==> src/rtl/m_seq_gen.sv <==
// Galois-LFSR m-sequence generator: OUT_W bits per beat, one-shot or continuous runs.
// First beat is valid 1 cycle after start; a stalled beat holds data, last flag and LFSR.
module m_seq_gen #(
    parameter int unsigned      WIDTH = 10,
    parameter logic [WIDTH-1:0] POLY  = 10'h009,
    parameter int unsigned      OUT_W = 1
) (
    input  logic             clk,
    input  logic             rst,
    input  logic             start,
    input  logic             mode,
    input  logic             stop,
    input  logic [WIDTH-1:0] seed,
    input  logic             out_ready,
    output logic             out_valid,
    output logic [OUT_W-1:0] out_data,
    output logic             out_last,
    output logic             busy,
    output logic             done,
    output logic             seed_err
);

    typedef enum logic {IDLE = 1'b0, RUN = 1'b1} state_t;

    localparam logic [WIDTH:0] LEN  = {1'b0, {WIDTH{1'b1}}};
    localparam logic [WIDTH:0] BEAT = (WIDTH+1)'(OUT_W);

    state_t           state, state_nxt;
    logic [WIDTH-1:0] lfsr, lfsr_nxt;
    logic [WIDTH:0]   cnt, cnt_nxt;
    logic             mode_q, mode_nxt;
    logic             stop_pend, pend_nxt;
    logic             vld_nxt, last_nxt, done_nxt, serr_nxt;
    logic [OUT_W-1:0] dat_nxt;

    logic [WIDTH-1:0] src_lfsr, b_lfsr;
    logic [WIDTH:0]   src_cnt, b_cnt, b_rem, b_take, b_sum;
    logic             src_mode, b_last;
    logic [OUT_W-1:0] b_dat;
    logic             xfer, seed_zero;

    function automatic logic [WIDTH-1:0] lfsr_step(input logic [WIDTH-1:0] v);
        return {v[WIDTH-2:0], 1'b0} ^ (POLY & {WIDTH{v[WIDTH-1]}});
    endfunction

    assign seed_zero = (seed == '0);
    assign xfer      = out_valid & out_ready;
    assign busy      = (state == RUN);

    // In IDLE the beat engine works from the (zero-protected) seed, in RUN from the live register.
    always_comb begin
        if (state == IDLE) begin
            src_lfsr = seed_zero ? {{(WIDTH-1){1'b0}}, 1'b1} : seed;
            src_cnt  = '0;
            src_mode = mode;
        end else begin
            src_lfsr = lfsr;
            src_cnt  = cnt;
            src_mode = mode_q;
        end
    end

    // One-shot runs emit only the bits left in the period; the rest of the beat is zero padding.
    always_comb begin
        b_rem  = LEN - src_cnt;
        b_take = (!src_mode && (b_rem < BEAT)) ? b_rem : BEAT;
        b_sum  = src_cnt + b_take;
        b_cnt  = (src_mode && (b_sum >= LEN)) ? (b_sum - LEN) : b_sum;
        b_last = !src_mode && (b_sum == LEN);
        b_lfsr = src_lfsr;
        b_dat  = '0;
        for (int i = 0; i < OUT_W; i++) begin
            if ((WIDTH+1)'(i) < b_take) begin
                b_lfsr               = lfsr_step(b_lfsr);
                b_dat[OUT_W-1-i]     = b_lfsr[WIDTH-1];
            end
        end
    end

    always_comb begin
        state_nxt = state;
        lfsr_nxt  = lfsr;
        cnt_nxt   = cnt;
        mode_nxt  = mode_q;
        pend_nxt  = stop_pend;
        vld_nxt   = out_valid;
        dat_nxt   = out_data;
        last_nxt  = out_last;
        done_nxt  = 1'b0;
        serr_nxt  = 1'b0;
        case (state)
            IDLE: begin
                if (start) begin
                    state_nxt = RUN;
                    mode_nxt  = mode;
                    pend_nxt  = 1'b0;
                    lfsr_nxt  = b_lfsr;
                    cnt_nxt   = b_cnt;
                    vld_nxt   = 1'b1;
                    dat_nxt   = b_dat;
                    last_nxt  = b_last;
                    serr_nxt  = seed_zero;
                end
            end
            RUN: begin
                if (stop) pend_nxt = 1'b1;
                if (xfer) begin
                    if (out_last || stop_pend || stop) begin
                        state_nxt = IDLE;
                        vld_nxt   = 1'b0;
                        dat_nxt   = '0;
                        last_nxt  = 1'b0;
                        pend_nxt  = 1'b0;
                        done_nxt  = 1'b1;
                    end else begin
                        lfsr_nxt  = b_lfsr;
                        cnt_nxt   = b_cnt;
                        dat_nxt   = b_dat;
                        last_nxt  = b_last;
                    end
                end
            end
            default: state_nxt = IDLE;
        endcase
    end

    always_ff @(posedge clk or negedge rst) begin
        if (!rst) begin
            state     <= IDLE;
            lfsr      <= '0;
            cnt       <= '0;
            mode_q    <= 1'b0;
            stop_pend <= 1'b0;
            out_valid <= 1'b0;
            out_data  <= '0;
            out_last  <= 1'b0;
            done      <= 1'b0;
            seed_err  <= 1'b0;
        end else begin
            state     <= state_nxt;
            lfsr      <= lfsr_nxt;
            cnt       <= cnt_nxt;
            mode_q    <= mode_nxt;
            stop_pend <= pend_nxt;
            out_valid <= vld_nxt;
            out_data  <= dat_nxt;
            out_last  <= last_nxt;
            done      <= done_nxt;
            seed_err  <= serr_nxt;
        end
    end

endmodule

==> config.mk <==
export PLATFORM = sky130hd
export DESIGN_NAME = m_seq_gen
export DESIGN_NICKNAME = d
export VERILOG_FILES = /design/src/rtl/m_seq_gen.sv
export SDC_FILE = /design/constraint.sdc
export NUM_CORES = 1
export LEC_CHECK = 0
export CAP_MARGIN = 20
export CORE_UTILIZATION = 45
export CTS_CLUSTER_DIAMETER = 40
export DETAILED_ROUTE_END_ITERATION = 16
export GPL_ROUTABILITY_DRIVEN = 0
export GPL_TIMING_DRIVEN = 1
export PLACE_DENSITY_LB_ADDON = 0.3
export SETUP_SLACK_MARGIN = 0.5
export SLEW_MARGIN = 20
export SYNTH_ARGS = -nofsm -noshare
export SYNTH_HDL_FRONTEND = slang
export SYNTH_SLANG_ARGS = --single-unit
==> constraint.sdc <==
create_clock -name clk -period 11.15 [get_ports clk]
set_clock_uncertainty 0.2 [all_clocks]
set_input_delay 1.115 -clock clk [delete_from_list [all_inputs] [get_ports clk]]
set_output_delay 1.115 -clock clk [all_outputs]
set_load 0.1 [all_outputs]
==> metrics.cfg, run 1 <==
[final_layout]
antennaDiodeCount = 0
layout.nets = 262
final_common_cell = nand2_1
syn_to_final_growth_pct = 14.86
fillers = 380
final_cell_mix = nand2_1, dfrtp_1, o21ai_0
drive_gt1_frac = 0.08230

[sta]
tightest_slew_ps = 969.9
max-slew-margin-rel = 0.3514
timing.fmax_mhz = 265.4
rsz0062_at_grt = no
hold_violations = 0
fin_tns_setup_ps = 0
finalSetupViolations = 0
drv_slew = 0
post-route-min-period_ps = 3768
finalCritPeriodShare = 0.3379
fin_ws_ps = 7382

[yosys]
syn-num-nets = 246
dominantRegCellSynth = dfrtp_1
synth_edf_count = 0
avgSynthCellArea_sq_um = 8.643
ys_async_sr_fraction = 1.000
synth-seq-cells = 29
yosys_warnings = 0
synth_cells = 228
synth_cell_types = 53
seq_area_frac_synth = 0.3683
syn_area_sq_um = 1971

[global_routing]
antenna_found_initial = 0
grt_pass1_wl_mm = 7.955
grt_max_degree = 34
globalRouteTotalUtil = 0.2338
grt_pass1_vias = 1693
grt-ovfl-total = 0

[clock_tree]
ctsResizeCount = 0
postCtsSetupBuffers = 0
clock_path_buffers = 2
cts.sinks = 29
cts_tree = done
numCtsBuffers = 5
cts_root_buf = clkbuf_8
hold_buffers = 0
clk_pin_slew_ps = 60
insertion_delay_ps = 280
cts.htree.levels = 2

[critical_path]
worstPathMaxFanout = 11
start_kind = flop
cp.required_ps = 11120
arrival_ps = 3740
crit_type = reg -> reg
rr_startpoint = cnt[4]$_DFFE_PN0P_
endpoint_kind = flop
critPathLaunch = cnt[4]$_DFFE_PN0P_

[power]
p_leak_nw = 0.9782
clkPwrFrac = 0.148
power_density_nw_per_um2 = 240.5
p_sw_uw = 257.9
vdd_drop_max_v = 0.0001089
switching_share = 0.4738
p_int_uw = 286.5
p_comb_frac = 0.519
seqPwrFrac = 0.333

[floorplanning]
core_area_sq_um = 4115
num_io_pins = 22
start_util = 0.4789
row_count = 23
fp.dieH_um = 68.18
die_w_um = 68.18
die_area_sq_um = 4648

[routing]
vias_per_cell = 6.031
drt_iter0_drc = 155
postRouteAntennaNets = 0
wl_mm = 4.481
vias = 1767
wl_per_cell_um = 15.29
drt_first_pass_iters = 4
drc_errors = 0

[hold_path]
min_path_type = reg -> reg
holdCritStartpoint = lfsr[0]$_DFFE_PN0P_

[flow_run]
drv_cap = 0

[placement]
portBuffers = 21
dp_hpwl_mm = 3.160
place_ws_ps = 7405

[run_status]
run_status = complete, no violations

-- worst max-delay path, stage by stage, from the launching register on --
cell     delay, ps
dfrtp_1        430
or3b_4         440
nor4_4         310
a21oi_1        160
ha_1           370
and4b_1        270
o22a_1         200
o211a_1        250
a41o_1         300
and3b_4        240
or2_0          190
a221o_1        310
-- sequential cells by signal, indices dropped and copies added, names as in the netlist --
register   count
cnt           11
stop_pend      1
done           1
out_valid      1
seed_err       1
mode_q         1
busy           1
out_data       1
out_last       1
lfsr          10
-- worst paths after layout --
check / to / slack, ps / depth (start not counted)
min reg2reg: lfsr[0]$_DFFE_PN0P_ / 280 / 2
max: cnt[2]$_DFFE_PN0P_ / 7380 / 11
max in group asynchronous: lfsr[6]$_DFFE_PN0P_ / 9450 / 2
min: lfsr[0]$_DFFE_PN0P_ / 280 / 2
min in group asynchronous: cnt[9]$_DFFE_PN0P_ / 1020 / 2
max reg2reg: cnt[2]$_DFFE_PN0P_ / 7380 / 11
-- power groups by stage --
stage               logic [mW]  clock network (mW)  registers (mW)
finish                   0.283              0.0804           0.181
floorplan                0.187                   0           0.212
global placement         0.275                   0           0.181
detailed placement       0.282                   0           0.182
global route             0.313              0.0883           0.187
CTS                      0.282              0.0821           0.180
-- Yosys cell counts, drive strengths merged (4+ instances only) --
cell | count | area, sq um
nand2 | 33 | 123.9
dfrtp | 29 | 725.7
o21ai | 26 | 130.1
nor2 | 15 | 56.30
a21oi | 11 | 58.81
mux2i | 10 | 100.1
clkbuf | 9 | 33.78
nand3 | 9 | 45.04
mux2 | 7 | 78.83
xor2 | 7 | 61.31
inv | 6 | 22.52
buf | 5 | 35.02
nand4 | 4 | 25.02
or3 | 4 | 25.02
xnor2 | 4 | 35.03
-- layout make-up --
type / instances / area (sq um) / area share
clock inverters: 1 / 5.005 / 0.002211
flip-flops and latches: 29 / 725.7 / 0.3206
clock buffers: 5 / 68.82 / 0.03040
well taps: 50 / 62.56 / 0.02764
inverters: 7 / 26.28 / 0.01161
repair buffers: 23 / 225.2 / 0.09950
multi-input cells: 178 / 1150 / 0.5080
-- through the flow --
stage / area, sq um / cells / hold slack (ps) / total power, mW / util
2_1_floorplan: 1971 / 228 / 244.4 / 0.3983 / -
3_3_place_gp: 2190 / 287 / 264.6 / 0.4562 / 0.5321
3_5_place_dp: 2190 / 287 / 274.3 / 0.4641 / 0.5321
4_1_cts: 2263 / 293 / 287.9 / 0.5448 / 0.5500
5_1_grt: 2263 / 293 / 321.5 / 0.5887 / 0.5500
6_report: 2263 / 293 / 282.7 / 0.5444 / 0.5500
-- per-layer routing --
layer / global-route usage / up-vias / part of all wire
met2: 0.3664 / 63 / 0.46
li1: - / 863 / -
met1: 0.3037 / 832 / 0.46
met5: 0 / - / 0
met4: 0.09896 / 0 / 0.017
met3: 0.05833 / 9 / 0.060
-- cells by family after synthesis --
logic type	after synthesis	share of synthesized area
simple gates	89	0.2387
compound gates	59	0.1924
flops	29	0.3683
buf+inv	21	0.04824
mux	17	0.09080
xor+xnor	11	0.04889
fa+ha+maj	2	0.01270
Note: power is estimated with default switching activity, not from simulation.
==> run 2: changes to the inputs <==
clock period = 3.5 ns   (was 11.15 ns; I/O delays follow)
==> run 2 against run 1 <==
Sequential share of layout area fell by 3.8 points. Register-to-register slack got worse by 7100 ps. Flip-flop and latch count unchanged. Via count is 8.7% higher. Clock power rose to 3.3 times the previous value. Cell count grew 9.6%. Die area unchanged. Critical endpoint unchanged. Core utilization rose by 7.7 points. Hold slack improved by 4.9 ps.
==> metrics.cfg, run 2 (synthesis gave the netlist of run 1 again) <==
[run_status]
run_status = complete, no violations

[critical_path]
crit_type = reg -> reg
r2r_cells = 12
arrival_ps = 3210
endpoint_kind = flop
worstPathMaxFanout = 6
cp.required_ps = 3470
start_kind = flop

[clock_tree]
cts_root_buf = clkbuf_8
cts.sinks = 29
cts_tree = done
insertion_delay_ps = 280
clk_pin_slew_ps = 70
numCtsBuffers = 5
cts.htree.levels = 2
clock_path_buffers = 2

[hold_path]
min_path_type = reg -> reg
hold_depth = 2

[global_routing]
antenna_found_initial = 0
grt_pass1_vias = 1663
grt-ovfl-total = 0
grt_pass1_wl_mm = 7.941
globalRouteTotalUtil = 0.2349
grt_max_degree = 27

[floorplanning]
start_util = 0.4789
num_io_pins = 22
die_w_um = 68.18
fp.dieH_um = 68.18
core_area_sq_um = 4115
die_area_sq_um = 4648
row_count = 23

[final_layout]
fillers = 346
layout.nets = 288
final_common_cell = nand2_1
antennaDiodeCount = 0
largest_reg_flops = 11
syn_to_final_growth_pct = 30.92
reg_top3 = cnt x11, lfsr x10
final_cell_mix = nand2_1, dfrtp_1, buf_4
drive_gt1_frac = 0.2399
top_register = cnt

[power]
clkPwrFrac = 0.137
p_leak_nw = 1.154
p_comb_frac = 0.583
vdd_drop_max_v = 0.0005108
p_sw_uw = 923.8
power_density_nw_per_um2 = 759.9
switching_share = 0.4712
seqPwrFrac = 0.280
p_int_mw = 1.037

[routing]
drt_first_pass_iters = 5
vias_per_cell = 5.984
postRouteAntennaNets = 0
drc_errors = 0
wl_mm = 5.530
vias = 1921
wl_per_cell_um = 17.23
drt_iter0_drc = 119

[sta]
finalSetupViolations = 0
finalCritPeriodShare = 0.9248
max-slew-margin-rel = 0.3346
hold_violations = 0
fin_tns_setup_ps = 0
tightest_slew_ps = 994.9
drv_slew = 0
timing.fmax_mhz = 308.9
whs_ps = 287.6
post-route-min-period_ps = 3237
rsz0062_at_grt = yes

[placement]
dp_hpwl_mm = 3.552
portBuffers = 21

[flow_run]
drv_cap = 0

-- run 2: worst paths after layout --
check / from / to / slack (ps)
max: cnt[8]$_DFFE_PN0P_ / cnt[2]$_DFFE_PN0P_ / 260
min: lfsr[2]$_DFFE_PN0P_ / lfsr[2]$_DFFE_PN0P_ / 290
max reg2reg: cnt[8]$_DFFE_PN0P_ / cnt[2]$_DFFE_PN0P_ / 260
min reg2reg: lfsr[2]$_DFFE_PN0P_ / lfsr[2]$_DFFE_PN0P_ / 290
max in group asynchronous: rst / cnt[8]$_DFFE_PN0P_ / 2000
min in group asynchronous: rst / cnt[4]$_DFFE_PN0P_ / 400
-- run 2: layout make-up --
type / instances / area [sq um] / area share
multi-input cells: 178 / 1257 / 0.4874
flip-flops and latches: 29 / 729.5 / 0.2827
repair buffers: 49 / 421.7 / 0.1634
clock buffers: 6 / 72.57 / 0.02813
well taps: 50 / 62.56 / 0.02425
inverters: 7 / 26.28 / 0.01018
clock inverters: 2 / 10.01 / 0.003880
-- run 2: routing by layer --
metal  global-route usage  part of all wire  up-vias
met2               0.3407              0.46      114
met3              0.06000             0.074       18
li1                     -                 -      907
met1               0.3337              0.44      882
met5                    0                 0        -
met4              0.08594             0.026        0
-- run 2: metrics by stage --
stage	power (mW)	cells	setup WS, ps	util	instance area [sq um]
final	1.961	321	263.1	0.6269	2580
after global routing	2.063	321	188.0	0.6269	2580
after CTS	1.878	313	436.5	0.5944	2446
after detailed placement	1.563	297	123.3	0.5573	2293
after global placement	1.541	297	213.7	0.5573	2293
after floorplan	1.338	228	222.1	-	2043
-- run 2: worst max-delay path: stages, from the launching register on --
cell,delay [ps]
dfrtp_1,440
nand3_1,240
nor4_4,400
a21oi_2,140
ha_4,210
buf_4,160
xor2_4,170
nand3_2,100
a21oi_2,180
a41o_1,290
a21boi_1,110
or2_0,220
a221o_1,280
-- run 2: power by group through the flow --
| stage | Clock, mW | Sequential [mW] | Combinational [mW] |
|---|---|---|---|
| finish | 0.269 | 0.548 | 1.14 |
| global route | 0.289 | 0.562 | 1.21 |
| CTS | 0.276 | 0.546 | 1.06 |
| detailed placement | 0 | 0.549 | 1.01 |
| global placement | 0 | 0.550 | 0.991 |
| floorplan | 0 | 0.680 | 0.659 |
-- run 2: repair_timing --
item,in CTS,in global routing
endpoints found under the hold margin,0,0
hold buffers,0,0
setup endpoints to repair,10,13
resized for setup,2,17
setup buffers,8,8
pin swaps,7,2
==> edit 1, RTL diff (config.mk and constraints of run 2) <==
Register the input `mode` before use. The logic sees it one clock later. The other inputs are not delayed to match.
--- a/src/rtl/m_seq_gen.sv
+++ b/src/rtl/m_seq_gen.sv
@@ -24,6 +24,12 @@
 
     localparam logic [WIDTH:0] LEN  = {1'b0, {WIDTH{1'b1}}};
     localparam logic [WIDTH:0] BEAT = (WIDTH+1)'(OUT_W);
+
+    logic mode_r;
+
+    always_ff @(posedge clk) begin
+        mode_r <= mode;
+    end
 
     state_t           state, state_nxt;
     logic [WIDTH-1:0] lfsr, lfsr_nxt;
@@ -52,7 +58,7 @@
         if (state == IDLE) begin
             src_lfsr = seed_zero ? {{(WIDTH-1){1'b0}}, 1'b1} : seed;
             src_cnt  = '0;
-            src_mode = mode;
+            src_mode = mode_r;
         end else begin
             src_lfsr = lfsr;
             src_cnt  = cnt;
@@ -92,7 +98,7 @@
             IDLE: begin
                 if (start) begin
                     state_nxt = RUN;
-                    mode_nxt  = mode;
+                    mode_nxt  = mode_r;
                     pend_nxt  = 1'b0;
                     lfsr_nxt  = b_lfsr;
                     cnt_nxt   = b_cnt;
Function: same outputs for any inputs over 10 cycles, from zero or initial values and one cycle with rst low; that may be too few to reach the edited logic, so the function may still have changed.
==> edit 1 against run 2 <==
  * Total power rose by 19%
  * Final area grew 2.7%
  * Maximum frequency rose by 3.5%
  * Setup slack improved by 110 ps
  * Area after synthesis grew 1.1%
  * Count of clock-buffer cells in the layout rose by 1
  * Hold slack worse by 130 ps
  * Sequential cell count grew 1
  * Routed wire length shrank 6.7%
  * Critical path type unchanged
  * Highest routed layer unchanged
==> edit 1: results (changes against run 2) <==
| Metric | Value |
|---|---|
| Outcome | `finished clean` |
| Detailed Place HPWL | `3.348 mm (-5.8%)` |
| First-pass GRT wire length | `8.404 mm (+5.8%)` |
| Antenna violations before repair | `0 (unchanged)` |
| Layout cells sized above 1 | `26.30% (+2.3 points)` |
| Top FF cell, synth | `dfrtp_1` |
| N_diodes | `0 (unchanged)` |
| CP Data Arrival Time | `3100 ps (-110 ps)` |
| Clk_lat worst skew | `290 ps` |
| Synth warn | `0 (unchanged)` |
| Clk slew on worst S/H paths | `70 ps (about the same)` |
| Final Non-Filler Cells | `320 (-0.31%)` |
| Top cells by count, synth | `42 x nand2_1, 29 x dfrtp_1, 25 x o21ai_0` |
| Slowest library cell on the worst path | `dfrtp_4` |
| Sequential area share after synthesis | `37.44% (+0.61 points)` |
| IO Port Bufs | `21 (unchanged)` |
| 1st-pass router iterations | `5 (unchanged)` |
| Post-synth net total | `251 (+2.0%)` |
| Largest net degree at the start of global routing | `41 (+52%)` |
| Synth area leaders | `dfrtp_1 36%, nand2_1 7.9%, o21ai_0 6.3%` |
| H-tree levels | `2 (unchanged)` |
| Headroom to the max-slew limit | `34.50% (+1.0 points)` |
| Slowest cell delay on critical path | `510 ps (+70 ps)` |
| Top flop regs | `cnt x11, lfsr x10` |
| Worst r2r src | `busy$_DFF_PN0_` |
| NumNets Final | `287 (-0.35%)` |
| Vias in the first global route | `1,851 (+11%)` |
| DR iter-0 viols | `142 (+19%)` |
| Gr usage total | `24.81% (+1.3 points)` |
| Peak supply drop | `0.0005759 V (+13%)` |
| Area after DPL | `2288 µm² (-0.22%)` |
| Ys async rst share | `96.67% (-3.3 points)` |
| Worst Path Max Fanout | `4 (-2)` |
| Flop2flop setup slack | `370 ps (+110 ps)` |
| Synth unique cells | `50 (-5.7%)` |
| Clock Tree Root | `clkbuf_8` |
| Reg2reg path depth | `14 (+2)` |
| Via density | `5.863 (-2.0%)` |
| Leakage dissipation | `1.090 nW (-5.5%)` |
| CP Launch Point | `busy$_DFF_PN0_` |
| Avg Inst Size Synth | `8.549 µm² (-1.1%)` |
| Worst Hold Class | `in2async` |
| Routed WL | `5.157 mm (-6.7%)` |
| CP delay by family, top | `compound AO/OA/AOI/OAI gates` |
| Dpl cells | `298 (+0.34%)` |
| CTS Buffer Depth | `2 (unchanged)` |
| EDFF count, synth | `0 (unchanged)` |
edit 1: final timing paths:
| kind | to |
|---|---|
| max | cnt[2]$_DFFE_PN0P_ |
| min | cnt[3]$_DFFE_PN0P_ |
| max reg2reg | cnt[2]$_DFFE_PN0P_ |
| min reg2reg | lfsr[3]$_DFFE_PN0P_ |
| max in group asynchronous | busy$_DFF_PN0_ |
| min in group clk | lfsr[3]$_DFFE_PN0P_ |
edit 1: what timing repair did:
item	CTS	global route
endpoints found under the setup margin	11	11
pin swaps	17	7
resized for setup	17	13
hold endpoints to repair	0	0
setup buffers	13	1
edit 1: cells by family after synthesis:
logic type | Yosys count | share of synthesized area (%)
AOI/OAI and AO/OA | 54 | 17.15
xor gates and xnor gates | 10 | 4.774
adders and majority gates | 2 | 1.256
buffers and inverters | 19 | 4.209
DFF | 30 | 37.44
muxes | 16 | 8.982
and+or+nand+nor | 102 | 26.19
edit 1: area by class of cell:
type	instances	area, µm²
fill	350	1465
multi-input combinational	184	1325
sequential	30	750.7
timing repair buffer	43	376.6
clock buffer	7	86.33
tap	50	62.56
clock inverter	1	30.03
inverter	5	18.77
edit 1: metal layers:
metal	up-vias	track usage, %	routed length [µm]
met5	-	0	0
met4	0	10.42	116
met3	11	3.947	220
met2	51	43.63	2718
met1	905	29.81	2102
li1	909	-	-
edit 1: through the flow:
step | util (%) | TNS [ps] | setup WS (ps) | hold slack, ps
final | 64.40 | 0 | 372.7 | 160.7
after global routing | 64.40 | 0 | 264.0 | 213.8
after CTS | 62.45 | 0 | 473.7 | 185.2
after detailed placement | 55.61 | 0 | 196.5 | 277.3
after global placement | 55.61 | 0 | 298.3 | 259.0
after floorplan | - | -46.02 | -46.02 | -145.6
edit 1: report_power, final:
part	internal, mW	leakage (nW)	switching [mW]
sequential	0.469	0.366	0.101
clock	0.232	0.0585	0.138
combinational	0.571	0.666	0.819
total	1.27	1.09	1.06
==> edit 2, RTL diff (config.mk and constraints of run 2) <==
Without the edit above. Set the parameter `WIDTH` to 20 (it was 10).
--- a/src/rtl/m_seq_gen.sv
+++ b/src/rtl/m_seq_gen.sv
@@ -1,7 +1,7 @@
 // Galois-LFSR m-sequence generator: OUT_W bits per beat, one-shot or continuous runs.
 // First beat is valid 1 cycle after start; a stalled beat holds data, last flag and LFSR.
 module m_seq_gen #(
-    parameter int unsigned      WIDTH = 10,
+    parameter int unsigned      WIDTH = 20,
     parameter logic [WIDTH-1:0] POLY  = 10'h009,
     parameter int unsigned      OUT_W = 1
 ) (
Ports: changed (resized seed); port bits go from 22 to 32. The function was not compared with the original's and may differ.
==> edit 2 against run 2 <==
  * The run now ends with negative setup slack left
  * Area after synthesis grew 95%
  * Routed wire length grew 130%
  * Total power grew 79%
  * Critical path type unchanged
  * Final area grew 110%
  * Largest cell class unchanged
  * Maximum frequency shrank 15%
  * Sequential cell count grew 20
  * Via count grew 120%
  * Setup slack lost 570 ps
==> edit 2: results (changes against run 2) <==
| Metric | Value |
|---|---|
| Synth area leaders | `dfrtp_1 32%, nand2_1 7.7%, mux2i_1 5.5%` |
| Count of non-CTS buffers in the layout | `130 (+170%)` |
| WL met1 | `5.224 mm (+110%)` |
| DR iter-0 viols | `269 (+130%)` |
| Peak supply drop | `0.0003569 V (-30%)` |
| DR vias | `4,230 (+120%)` |
| Clock-cell share | `1.814% (-1.4 points)` |
| Met3 Use GR | `4.670% (-1.3 points)` |
| Leakage dissipation | `2.377 nW (+110%)` |
| Met2 WL | `6.202 mm (+150%)` |
| Multi-input combinational area share | `52.07% (+3.3 points)` |
| Number of cells upsized or downsized after cts | `26 (+24)` |
| 1st-pass router iterations | `6 (+1)` |
| Failing checks | `negative setup slack` |
| CP Data Arrival Time | `3830 ps (+620 ps)` |
| CTS Hold Buffers Added | `1 (+1)` |
| Clk_lat worst skew | `320 ps (+40 ps)` |
| Flops & latches, synth | `49 (+69%)` |
| Setup ws final | `-305.4 ps (-568.5 ps)` |
| Post-synth net total | `505 (+110%)` |
| Number of non-clock inverters | `10 (+3)` |
| FF/Latch Area | `1230 µm² (+69%)` |
| Top flop regs | `cnt x21, lfsr x20` |
| #MultiIn Comb | `391 (+120%)` |
| DR WL/cell | `18.38 µm (+6.7%)` |
| Detailed Place HPWL | `9.011 mm (+150%)` |
| Met1 GRT Util | `35.39% (+2.0 points)` |
| CP Launch Point | `busy$_DFF_PN0_` |
| Top cells by count, synth | `79 x nand2_1, 49 x dfrtp_1, 41 x nor2_1` |
| IO Port Bufs | `31 (+48%)` |
| Met2 Resource Use GR | `50.97% (+17 points)` |
| Outcome | `complete, but fails checks` |
| # setup viols final | `20 (+20)` |
| Layout cells sized above 1 | `30.61% (+6.6 points)` |
edit 2: cell count changes after synthesis, sizes merged, moves of 13 or more:
cell | before | now
nand2 | 33 | 79
nand4 | 4 | 17
dfrtp | 29 | 49
nand3 | 9 | 37
nor2 | 15 | 42
edit 2: path summary, 6_finish.rpt:
kind	endpoint	depth (start not counted)
max	cnt[2]$_DFFE_PN0P_	19
min in group asynchronous	cnt[7]$_DFFE_PN0P_	2
min	lfsr[6]$_DFFE_PN0P_	2
max reg2reg	cnt[2]$_DFFE_PN0P_	19
min reg2reg	lfsr[6]$_DFFE_PN0P_	2
max in group asynchronous	cnt[19]$_DFFE_PN0P_	3
edit 2: through the flow:
stage	power [mW]	instances	setup WS, ps	cell area (µm²)	hold WS (ps)
after floorplan	2.335	476	-455.8	4016	-145.6
after global placement	2.886	666	-142.0	4870	248.5
after detailed placement	2.960	666	-253.1	4870	259.9
after CTS	3.415	686	-164.8	5187	284.4
after global routing	3.729	693	-469.0	5380	312.0
final	3.502	693	-305.4	5380	280.2
edit 2: worst max-delay path, cell delays in order (launching register included):
cell,delay (ps)
dfrtp_4,440
nand4_1,160
nor4_4,400
nand3_4,130
nand3_4,90
inv_2,50
ha_4,170
nand3_4,110
buf_6,120
nor4_4,40
buf_4,170
xor2_1,160
nor3_2,230
buf_4,160
o22ai_4,90
a2111oi_4,270
buf_4,190
nor2_4,40
mux2_4,280
o211a_1,200
edit 2: report_power, final:
part	switching, mW	internal, mW
combinational	1.31	0.851
clock	0.235	0.150
sequential	0.156	0.795
edit 2: kinds of logic after synthesis:
logic type / share of synthesized area, %
compound gates: 17.83
xor+xnor: 4.099
fa+ha+maj: 0.9760
buf+inv: 4.131
flops: 31.88
mux: 6.441
simple gates: 34.65
